### src/rtl/bus_ctrl.sv
// Registered single-outstanding bus controller: decodes master requests onto
// NSLV address windows, pulses the selected slave and returns a registered response.
module bus_ctrl #(
  parameter int                 NSLV     = 5,
  parameter logic [NSLV*32-1:0] SLV_BASE = {NSLV{32'h0}},
  parameter logic [NSLV*32-1:0] SLV_TOP  = {NSLV{32'h0}},
  parameter int                 TIMEOUT  = 1024
) (
  input  logic               clock,
  input  logic               reset,
  input  logic               mem_valid,
  input  logic               mem_instr,
  input  logic [31:0]        mem_addr,
  input  logic [31:0]        mem_wdata,
  input  logic [3:0]         mem_wstrb,
  output logic [31:0]        mem_rdata,
  output logic               mem_error,
  output logic               mem_ready,
  output logic [NSLV-1:0]    slv_valid,
  output logic               slv_instr,
  output logic [31:0]        slv_addr,
  output logic [31:0]        slv_wdata,
  output logic [3:0]         slv_wstrb,
  input  logic [NSLV*32-1:0] slv_rdata,
  input  logic [NSLV-1:0]    slv_ready,
  output logic [15:0]        err_count,
  output logic               busy
);

  localparam int          SW       = (NSLV > 1) ? $clog2(NSLV) : 1;
  localparam logic [15:0] CNT_LAST = 16'(TIMEOUT - 1);

  typedef enum logic [1:0] {IDLE, BUSY, RESP} state_t;

  state_t         state_q, state_d;
  logic [SW-1:0]  sel_q, sel_d;
  logic [15:0]    cnt_q, cnt_d;
  logic [NSLV-1:0] slv_valid_q, slv_valid_d;
  logic           slv_instr_q, slv_instr_d;
  logic [31:0]    slv_addr_q, slv_addr_d;
  logic [31:0]    slv_wdata_q, slv_wdata_d;
  logic [3:0]     slv_wstrb_q, slv_wstrb_d;
  logic [31:0]    mem_rdata_q, mem_rdata_d;
  logic           mem_error_q, mem_error_d;
  logic           mem_ready_q, mem_ready_d;
  logic [15:0]    err_count_q, err_count_d;
  logic           busy_q, busy_d;

  logic           hit;
  logic [SW-1:0]  hit_idx;
  logic [31:0]    hit_base;
  logic [31:0]    sel_rdata;
  logic           sel_ready;
  logic           err_inc;

  // Scan from the top index down so the lowest matching window wins.
  always_comb begin
    hit      = 1'b0;
    hit_idx  = '0;
    hit_base = 32'h0;
    for (int i = NSLV - 1; i >= 0; i--) begin
      if (SLV_BASE[32*i +: 32] <= mem_addr && mem_addr < SLV_TOP[32*i +: 32]) begin
        hit      = 1'b1;
        hit_idx  = SW'(i);
        hit_base = SLV_BASE[32*i +: 32];
      end
    end
  end

  always_comb begin
    sel_rdata = 32'h0;
    sel_ready = 1'b0;
    for (int i = 0; i < NSLV; i++) begin
      if (sel_q == SW'(i)) begin
        sel_rdata = slv_rdata[32*i +: 32];
        sel_ready = slv_ready[i];
      end
    end
  end

  always_comb begin
    state_d     = state_q;
    sel_d       = sel_q;
    cnt_d       = cnt_q;
    slv_valid_d = '0;
    slv_instr_d = slv_instr_q;
    slv_addr_d  = slv_addr_q;
    slv_wdata_d = slv_wdata_q;
    slv_wstrb_d = slv_wstrb_q;
    mem_rdata_d = mem_rdata_q;
    mem_error_d = mem_error_q;
    mem_ready_d = 1'b0;
    busy_d      = busy_q;
    err_inc     = 1'b0;

    unique case (state_q)
      IDLE: begin
        if (mem_valid) begin
          if (hit) begin
            slv_valid_d[hit_idx] = 1'b1;
            slv_instr_d = mem_instr;
            slv_addr_d  = mem_addr - hit_base;
            slv_wdata_d = mem_wdata;
            slv_wstrb_d = mem_wstrb;
            sel_d       = hit_idx;
            cnt_d       = 16'h0;
            busy_d      = 1'b1;
            state_d     = BUSY;
          end else begin
            mem_ready_d = 1'b1;
            mem_error_d = 1'b1;
            mem_rdata_d = 32'h0;
            err_inc     = 1'b1;
          end
        end
      end
      BUSY: begin
        // The counter holds through the pulse cycle so the timeout lands TIMEOUT+1 after it.
        if (slv_valid_q == '0) cnt_d = cnt_q + 16'h1;
        if (sel_ready) begin
          mem_ready_d = 1'b1;
          mem_error_d = 1'b0;
          mem_rdata_d = sel_rdata;
          state_d     = RESP;
        end else if (cnt_q == CNT_LAST) begin
          mem_ready_d = 1'b1;
          mem_error_d = 1'b1;
          mem_rdata_d = 32'h0;
          err_inc     = 1'b1;
          state_d     = RESP;
        end
      end
      RESP: begin
        busy_d  = 1'b0;
        state_d = IDLE;
      end
      default: state_d = IDLE;
    endcase

    err_count_d = (err_inc && err_count_q != 16'hFFFF) ? err_count_q + 16'h1 : err_count_q;
  end

  always_ff @(posedge clock) begin
    if (reset) begin
      state_q     <= IDLE;
      sel_q       <= '0;
      cnt_q       <= 16'h0;
      slv_valid_q <= '0;
      slv_instr_q <= 1'b0;
      slv_addr_q  <= 32'h0;
      slv_wdata_q <= 32'h0;
      slv_wstrb_q <= 4'h0;
      mem_rdata_q <= 32'h0;
      mem_error_q <= 1'b0;
      mem_ready_q <= 1'b0;
      err_count_q <= 16'h0;
      busy_q      <= 1'b0;
    end else begin
      state_q     <= state_d;
      sel_q       <= sel_d;
      cnt_q       <= cnt_d;
      slv_valid_q <= slv_valid_d;
      slv_instr_q <= slv_instr_d;
      slv_addr_q  <= slv_addr_d;
      slv_wdata_q <= slv_wdata_d;
      slv_wstrb_q <= slv_wstrb_d;
      mem_rdata_q <= mem_rdata_d;
      mem_error_q <= mem_error_d;
      mem_ready_q <= mem_ready_d;
      err_count_q <= err_count_d;
      busy_q      <= busy_d;
    end
  end

  assign mem_rdata = mem_rdata_q;
  assign mem_error = mem_error_q;
  assign mem_ready = mem_ready_q;
  assign slv_valid = slv_valid_q;
  assign slv_instr = slv_instr_q;
  assign slv_addr  = slv_addr_q;
  assign slv_wdata = slv_wdata_q;
  assign slv_wstrb = slv_wstrb_q;
  assign err_count = err_count_q;
  assign busy      = busy_q;

endmodule

### config.mk
export PLATFORM = sky130hd
export DESIGN_NAME = bus_ctrl
export DESIGN_NICKNAME = d
export VERILOG_FILES = /design/src/rtl/bus_ctrl.sv
export SDC_FILE = /design/constraint.sdc
export NUM_CORES = 1
export LEC_CHECK = 0
export CAP_MARGIN = 20
export CORE_AREA = 2 2 140 142
export DETAILED_ROUTE_END_ITERATION = 6
export DIE_AREA = 0 0 142 144
export GPL_ROUTABILITY_DRIVEN = 1
export SETUP_SLACK_MARGIN = 0.15
export SYNTH_ARGS = -nofsm -noshare
export SYNTH_HDL_FRONTEND = slang
export SYNTH_SLANG_ARGS = --single-unit
### constraint.sdc
create_clock -name clock -period 4.6 [get_ports clock]
set_clock_uncertainty 0.15 [all_clocks]
set_input_delay 0.92 -clock clock [delete_from_list [all_inputs] [get_ports clock]]
set_output_delay 0.92 -clock clock [all_outputs]
set_load 0.05 [all_outputs]
==> results of run 1 <==
## synthesized netlist by cell type, drive strengths merged
master and count:
mux2 2, inv 1, and3 2, or2 1, nand2 6, ha 1, nor4 2, dfxtp 18
nor2b 3, or3 1, nand3 4, buf 110, nand3b 1, o21ai 4, a31oi 1, a211oi 2
conb 1, nor2 12, nor3 5, xnor2 2, and4 5, a2111oi 1, or4 5, nand4 8
a21oi 9, o31ai 4
## flip-flops by register name, indices dropped and copies added, names as in the netlist
register and flops:
err_count 16, mem_error 1, mem_ready 1
## layer usage
layer / up-vias / routed length, um / part of all wire (%) / global-route usage (%)
met4: 0 / 16 / 0.50 / 0.789
met2: 64 / 1490 / 46 / 4.58
met5: - / 0 / 0 / 0
li1: 546 / - / - / -
met1: 486 / 1370 / 42 / 3.30
met3: 2 / 348 / 11 / 1.56
## where the power goes
part           leakage (nW)  switching (mW)  internal, mW  total, mW
sequential            0.146         0.00266         0.159      0.161
combinational         0.534           0.207       0.00897      0.216
clock                0.0442          0.0617         0.132      0.194
total                 0.724           0.272         0.300      0.572
## how the worst min path moves through the flow
stage,start,endpoint,depth (start not counted)
after floorplan,mem_error,mem_error,2
after global placement,mem_error,mem_error,2
after detailed placement,mem_error,mem_error,2
after CTS,mem_error,mem_error,2
after global routing,mem_error,mem_error,2
final,mem_error,mem_error,2
## metrics by stage
stage | worst slack (ns) | std cells | power, mW | hold slack (ns) | util [%]
3_3_place_gp | 1.57 | 465 | 0.380 | 0.310 | 9.33
2_1_floorplan | 2.42 | 317 | 0.442 | 0.547 | -
3_5_place_dp | 1.63 | 465 | 0.380 | 0.313 | 9.33
6_report | 1.89 | 469 | 0.572 | 0.350 | 9.80
5_1_grt | 1.79 | 469 | 0.594 | 0.373 | 9.80
4_1_cts | 1.88 | 469 | 0.576 | 0.343 | 9.80
## cells by family (layout without fill, tap and decap cells)
family | count (synthesis) | in the layout | share of synthesized area (%)
adders and majority gates | 1 | 1 | 0.727
buffers and inverters | 111 | 25 | 48.8
other | 1 | 107 | 0.218
xor gates and xnor gates | 2 | 2 | 1.02
muxes | 2 | 2 | 1.31
and+or+nand+nor | 55 | 55 | 19.3
AOI/OAI and AO/OA | 21 | 21 | 7.63
DFF | 18 | 18 | 20.9
## final cells by class
cell class                      instances  area (um2)
Fill cell                            2216       17200
Timing Repair Buffer                   20         200
Tap cell                              238         298
Inverter                                1        3.75
Multi-Input combinational cell        188         918
Clock buffer                            4        88.8
Sequential cell                        18         360
==> reports/qor.csv, run 1 <==
metric;value;unit
status;complete, no violations;
Crit path max-delay family;buffers and inverters;
post-CTS setup buffer count;0;
synthesized area;1720;um2
Yosys cell types;30;
largest net degree at the start of global routing;21;
Syn Inst Count;211;
Reg-to-Reg Start;err_count[0];
Synth warnings;0;
flops & latches, synth;18;
worst slew pin tran;0.687;ns
DRC;0;
Levels on crit path;1;
setup violators final;0;
Clock Sinks;18;
area delta synth->final;8.58;%
syn_area_per_cell;8.16;um2
commonest non-fill, non-tap cell in the layout;conb_1;
R2R cell count;5;
CP cell instances;clkdlybuf4s50_1;
HP Class;register to register;
input/output buffers;20;
min Tclk post-route;2.71;ns
Setup crit end;err_count[3];
WL final;3.22;mm
setup TNS;0;ns
share of the synthesized area in the top cell type;46.7;%
Vias per Instance;2.34;
Largest stage delay, worst path;0.91;ns
clk slew on worst S/H paths;0.05;ns
die width;142;um
Req. time, crit path;3.53;ns
GRT Util Overall;2.86;%
CTS tree;done;
Critical Path Slowest Stage Cell;clkdlybuf4s50_1;
initial core utilization;9.02;%
post-cts sizing count;0;
Critical Path Fanout Max;7;
fin area;1870;um2
reg2reg end;err_count[14];
hold_buf cts;0;
CTS buffer count;3;
CP arrival;1.64;ns
max-slew violation count;0;
largest area contributor in the netlist;buf_4;
Overflow after GRT;0;
nature of the critical path endpoint;output pin;
number of global-route vias before repair;759;
die area;20400;um2
reg2reg setup slack;2.64;ns
hold violation total from the final report;0;
Core Area;19100;um2
Critical Setup Path Class;register to output pin;
RSZ-0062 raised after global routing;false;
share of cells above drive strength 1;5.63;%
number of top-level pins;362;
Worst-Skew Late Latency;0.25;ns
Cell Pwr Density;306;nW/um2
Startpoint Class;register;
Max Fclk;369;MHz
synth top area cells;buf_4 (47%), dfxtp_1 (21%), nand4_1 (2.9%), a21oi_1 (2.6%), nor2_1 (2.6%);
Routed Antenna Nets;0;
Die Ht;144;um
1st-iter DRT viols;22;
Antenna Cells;0;
Nets;470;
gpl congestion;0.751;
CP startpoint;err_count[3];
initial antenna violation count;0;
final clock period utilization by the worst path;58.9;%
via count;1098;
first-pass GRT wire length;4.28;mm
wire per inst;6.87;um
H-tree Lvls;1;
number of max-cap violations;0;
Critical path buffers and inverters;1;
commonest non-fill, non-tap cells in the layout;conb_1 (107), clkdlybuf4s50_1 (20), dfxtp_1 (18);
Rel. slew slack;54.1;%
clk buf depth;2;
HPWL Detailed;2.65;mm
Clock Tree Root;clkbuf_16;
Leakage;0.724;nW
drt pass-1 iters;3;
area post-placement;1780;um2
num rows;51;
Peak supply drop;113;uV
Seq/Total Area, Yosys;20.9;%
No activity file was read; power rests on OpenSTA's default activity.
==> run 2, diff against run 1 <==
--- a/config.mk
+++ b/config.mk
@@ -6,9 +6,9 @@
 export NUM_CORES = 1
 export LEC_CHECK = 0
 export CAP_MARGIN = 20
-export CORE_AREA = 2 2 140 142
+export CORE_AREA = 2 2 139 141
 export DETAILED_ROUTE_END_ITERATION = 6
-export DIE_AREA = 0 0 142 144
+export DIE_AREA = 0 0 141 143
 export GPL_ROUTABILITY_DRIVEN = 1
 export SETUP_SLACK_MARGIN = 0.15
 export SYNTH_ARGS = -nofsm -noshare
==> constraint.sdc (replaced) <==
create_clock -name clock -period 2.7 [get_ports clock]
set_clock_uncertainty 0.15 [all_clocks]
set_input_delay 0.54 -clock clock [delete_from_list [all_inputs] [get_ports clock]]
set_output_delay 0.54 -clock clock [all_outputs]
set_load 0.05 [all_outputs]
==> run 2 against run 1 <==
- design area rose by 0.54%
- worst setup slack got worse by 1.5 ns
- register-to-register slack lost 1.9 ns
- critical path depth is the same
- via count rose by 3.5%
- hold slack got worse by 0.024 ns
- sequential power grew 71%
- critical path type unchanged
- critical endpoint unchanged
- sequential cell count stayed put
==> reports/qor.csv, run 2 (synthesis results as in run 1) <==
metric;value;unit
status;complete, no violations;
Die Ht;143;um
Routed Antenna Nets;0;
HP Class;register to register;
min Tclk post-route;2.33;ns
CTS tree;done;
Rel. slew slack;63.3;%
GRT Util Overall;3.05;%
max-slew violation count;0;
max reg flops;16;
met3 usage;1.64;%
initial core utilization;9.27;%
initial antenna violation count;0;
clk buf depth;2;
largest net degree at the start of global routing;13;
area delta synth->final;9.16;%
HPWL Detailed;2.78;mm
post-CTS setup buffer count;0;
Clock Sinks;18;
number of top-level pins;362;
multi-input logic area;918;um2
Nets;472;
final worst setup slack;0.374;ns
WL final;3.35;mm
number of global-route vias before repair;862;
H-tree Lvls;1;
input/output buffers;20;
Clock Tree Root;clkbuf_16;
share of cells above drive strength 1;6.44;%
Critical Path Fanout Max;7;
Antenna Cells;0;
Vias per Instance;2.43;
Critical path buffers and inverters;1;
die width;141;um
final clock period utilization by the worst path;86.1;%
num rows;50;
Worst-Skew Late Latency;0.25;ns
Reg-to-Reg Start;err_count[1];
Cell Pwr Density;520;nW/um2
worst slew pin tran;0.548;ns
most used routing layer;met2;
Largest stage delay, worst path;0.90;ns
final-layout fill cell count;2139;
reg2reg end;err_count[14];
Critical Path Slowest Stage Cell;clkdlybuf4s50_1;
clk slew on worst S/H paths;0.05;ns
post-cts sizing count;0;
number of max-cap violations;0;
die area;20200;um2
nature of the critical path endpoint;output pin;
RSZ-0062 raised after global routing;false;
Peak supply drop;261;uV
1st-iter DRT viols;31;
CP cell instances;clkdlybuf4s50_1;
first-pass GRT wire length;4.60;mm
R2R cell count;5;
setup violators final;0;
Hold Crit Depth;2;
CP arrival;1.64;ns
setup TNS;0;ns
routing usage on met2;5.13;%
met1 Usage GRT;3.36;%
drt pass-1 iters;4;
gpl congestion;0.768;
Overflow after GRT;0;
critical hold path startpoint;mem_error;
reg2reg setup slack;0.74;ns
Crit path max-delay family;buffers and inverters;
pre-CTS WS;0.220;ns
wire per inst;7.18;um
Req. time, crit path;2.01;ns
DRC;0;
fin area;1880;um2
hold_buf cts;0;
Hold Path Sink;mem_error;
CTS buffer count;3;
hold violation total from the final report;0;
commonest non-fill, non-tap cells in the layout;conb_1 (107), clkdlybuf4s50_1 (20), dfxtp_1 (18);
commonest non-fill, non-tap cell in the layout;conb_1;
Max Fclk;430;MHz
Leakage;0.733;nW
Startpoint Class;register;
via count;1136;
area post-placement;1790;um2
Core Area;18600;um2
Critical Setup Path Class;register to output pin;
sequential cell area;360;um2
==> run 2: changes by cell type in the layout (fill, tap and decap cells not counted), sizes merged <==
cell	change
buf	+2
==> run 2: how the worst max path moves through the flow <==
stage	start	to	slack, ns	depth (start not counted)
after CTS	err_count[4]	err_count[4]	0.35	1
after detailed placement	mem_valid	err_count[15]	0.22	5
after global placement	mem_valid	err_count[15]	0.21	5
after floorplan	err_count[0]	err_count[14]	0.63	5
after global routing	mem_valid	err_count[14]	0.29	6
final	err_count[3]	err_count[3]	0.37	1
==> run 2: power breakdown <==
part           internal [mW]  switching [mW]  total, mW
clock network          0.226           0.105      0.331
registers              0.271         0.00464      0.275
logic                 0.0171           0.354      0.371
==> run 2: through the flow <==
| step | total power, mW | instances | hold slack [ns] | util, % |
|---|---|---|---|---|
| 2_1_floorplan | 0.754 | 317 | 0.506 | - |
| 3_3_place_gp | 0.649 | 463 | 0.315 | 9.64 |
| 3_5_place_dp | 0.650 | 463 | 0.321 | 9.64 |
| 4_1_cts | 0.981 | 467 | 0.333 | 10.1 |
| 5_1_grt | 1.01 | 467 | 0.389 | 10.1 |
| 6_report | 0.977 | 467 | 0.326 | 10.1 |
==> run 2: routing by layer <==
layer  wire length (um)  vias up  part of all wire (%)
met5                  0        -                     0
met4                 29        0                  0.87
met3                388        5                    12
met2               1640       72                    49
met1               1290      512                    39
li1                   -      547                     -
==> run 2: area by class of cell <==
type / count / share of cell area [%]
Multi-Input combinational cell: 188 / 48.9
Sequential cell: 18 / 19.2
Tap cell: 234 / 15.6
Timing Repair Buffer: 22 / 11.5
Clock buffer: 4 / 4.73
Inverter: 1 / 0.200
==> run 3, diff against run 2 <==
--- a/config.mk
+++ b/config.mk
@@ -6,9 +6,9 @@
 export NUM_CORES = 1
 export LEC_CHECK = 0
 export CAP_MARGIN = 20
-export CORE_AREA = 2 2 139 141
+export CORE_AREA = 2 2 140 142
 export DETAILED_ROUTE_END_ITERATION = 6
-export DIE_AREA = 0 0 141 143
+export DIE_AREA = 0 0 142 144
 export GPL_ROUTABILITY_DRIVEN = 1
 export SETUP_SLACK_MARGIN = 0.15
 export SYNTH_ARGS = -nofsm -noshare
==> constraint.sdc (replaced) <==
create_clock -name clock -period 2.8 [get_ports clock]
set_clock_uncertainty 0.15 [all_clocks]
set_input_delay 0.56 -clock clock [delete_from_list [all_inputs] [get_ports clock]]
set_output_delay 0.56 -clock clock [all_outputs]
set_load 0.05 [all_outputs]
==> run 3 against run 2 <==
- combinational power shrank 4%
- non-clock buffer count is the same
- via count shrank 1.7%
- register-to-register slack gained 0.13 ns
==> reports/qor.csv, run 3 (synthesis results as in run 1) <==
metric;value;unit
commonest non-fill, non-tap cells in the layout;conb_1 (107), clkdlybuf4s50_1 (20), dfxtp_1 (18);
Rel. slew slack;62.1;%
Critical Path Fanout Max;7;
pre-CTS WS;0.239;ns
post-cts sizing count;0;
Hold Path Sink;mem_error;
first-pass GRT wire length;4.43;mm
1st-iter DRT viols;35;
max reg flops;16;
area delta synth->final;9.45;%
CP startpoint;err_count[3];
number of top-level pins;362;
CP cell instances;clkdlybuf4s50_1;
CTS buffer count;3;
critical hold path startpoint;mem_error;
Comb power frac;38.2;%
Overflow after GRT;0;
setup violators final;0;
Crit path max-delay family;buffers and inverters;
multi-input logic area;918;um2
number of max-cap violations;0;
power share of the clock group;33.4;%
WL final;3.26;mm
sequential cell area;360;um2
Cell Pwr Density;497;nW/um2
P_sw;441;uW
DRC;0;
hold violation total from the final report;0;
die area;20400;um2
final clock period utilization by the worst path;83.9;%
share of cells above drive strength 1;6.44;%
Clock Tree Root;clkbuf_16;
input/output buffers;20;
Antenna Cells;0;
Hold Crit Depth;2;
HP Class;register to register;
HPWL Detailed;2.73;mm
CTS tree;done;
hold_buf cts;0;
number of global-route vias before repair;794;
Largest stage delay, worst path;0.89;ns
Peak supply drop;186;uV
CP arrival;1.64;ns
Leakage;0.733;nW
initial core utilization;9.02;%
setup TNS;0;ns
clk slew on worst S/H paths;0.05;ns
H-tree Lvls;1;
internal power;495;uW
nature of the critical path endpoint;output pin;
Clock Sinks;18;
initial antenna violation count;0;
Critical path buffers and inverters;1;
final worst setup slack;0.450;ns
commonest non-fill, non-tap cell in the layout;conb_1;
Sequential Power Share;28.4;%
hold_ws;0.343;ns
largest net degree at the start of global routing;13;
die width;142;um
Worst-Skew Late Latency;0.25;ns
reg2reg setup slack;0.87;ns
clk buf depth;2;
gpl congestion;0.749;
via count;1117;
reg2reg end;err_count[14];
Reg-to-Reg Start;err_count[0];
Nets;472;
Critical Setup Path Class;register to output pin;
final-layout fill cell count;2208;
worst slew pin tran;0.567;ns
min Tclk post-route;2.35;ns
Sw Ratio;47.2;%
Req. time, crit path;2.09;ns
R2R cell count;5;
wire per inst;6.93;um
num rows;51;
max-slew violation count;0;
Routed Antenna Nets;0;
Die Ht;144;um
fin util;9.88;%
Vias per Instance;2.37;
Startpoint Class;register;
status;complete, no violations;
post-CTS setup buffer count;0;
RSZ-0062 raised after global routing;false;
GRT Util Overall;2.90;%
Core Area;19100;um2
drt pass-1 iters;4;
Critical Path Slowest Stage Cell;clkdlybuf4s50_1;
Max Fclk;426;MHz
-- run 3: power groups by stage --
| stage | Combinational [mW] | Clock [mW] | Sequential [mW] |
|---|---|---|---|
| after floorplan | 0.441 | 0 | 0.285 |
| after global placement | 0.355 | 0 | 0.271 |
| after detailed placement | 0.355 | 0 | 0.271 |
| after CTS | 0.355 | 0.323 | 0.266 |
| after global routing | 0.372 | 0.336 | 0.266 |
| final | 0.357 | 0.313 | 0.265 |
-- run 3: layer usage --
| metal | wire length [um] | vias up | global-route usage [%] | part of all wire (%) |
|---|---|---|---|---|
| met2 | 1540 | 64 | 4.78 | 47 |
| met5 | 0 | - | 0 | 0 |
| met1 | 1370 | 499 | 3.36 | 42 |
| li1 | - | 552 | - | - |
| met4 | 13 | 0 | 0.632 | 0.40 |
| met3 | 342 | 2 | 1.49 | 10 |
-- run 3: final cells by class --
type / instances / area share (%)
multi-input cells: 188 / 48.7
flip-flops and latches: 18 / 19.1
well taps: 238 / 15.8
repair buffers: 22 / 11.4
clock buffers: 4 / 4.71
inverters: 1 / 0.199
-- run 3: metrics by stage --
step | instances | power [mW] | cell area, um2
finish | 471 | 0.936 | 1880
global route | 471 | 0.974 | 1880
CTS | 471 | 0.943 | 1880
detailed placement | 467 | 0.626 | 1800
global placement | 467 | 0.625 | 1800
floorplan | 317 | 0.727 | 2120
-- run 3: worst reg2reg max path: stages, from the launching register on --
cell,delay (ns)
dfxtp_1,0.40
ha_1,0.27
nand4_1,0.28
nor3_1,0.41
a31oi_1,0.14
a211oi_1,0.20
-- run 3: how the worst max path moves through the flow --
| stage | slack (ns) | cells past startpoint | to |
|---|---|---|---|
| floorplan | 0.73 | 5 | err_count[14] |
| global placement | 0.26 | 5 | err_count[15] |
| detailed placement | 0.24 | 5 | err_count[15] |
| CTS | 0.44 | 1 | err_count[3] |
| global route | 0.34 | 5 | err_count[15] |
| finish | 0.45 | 1 | err_count[3] |
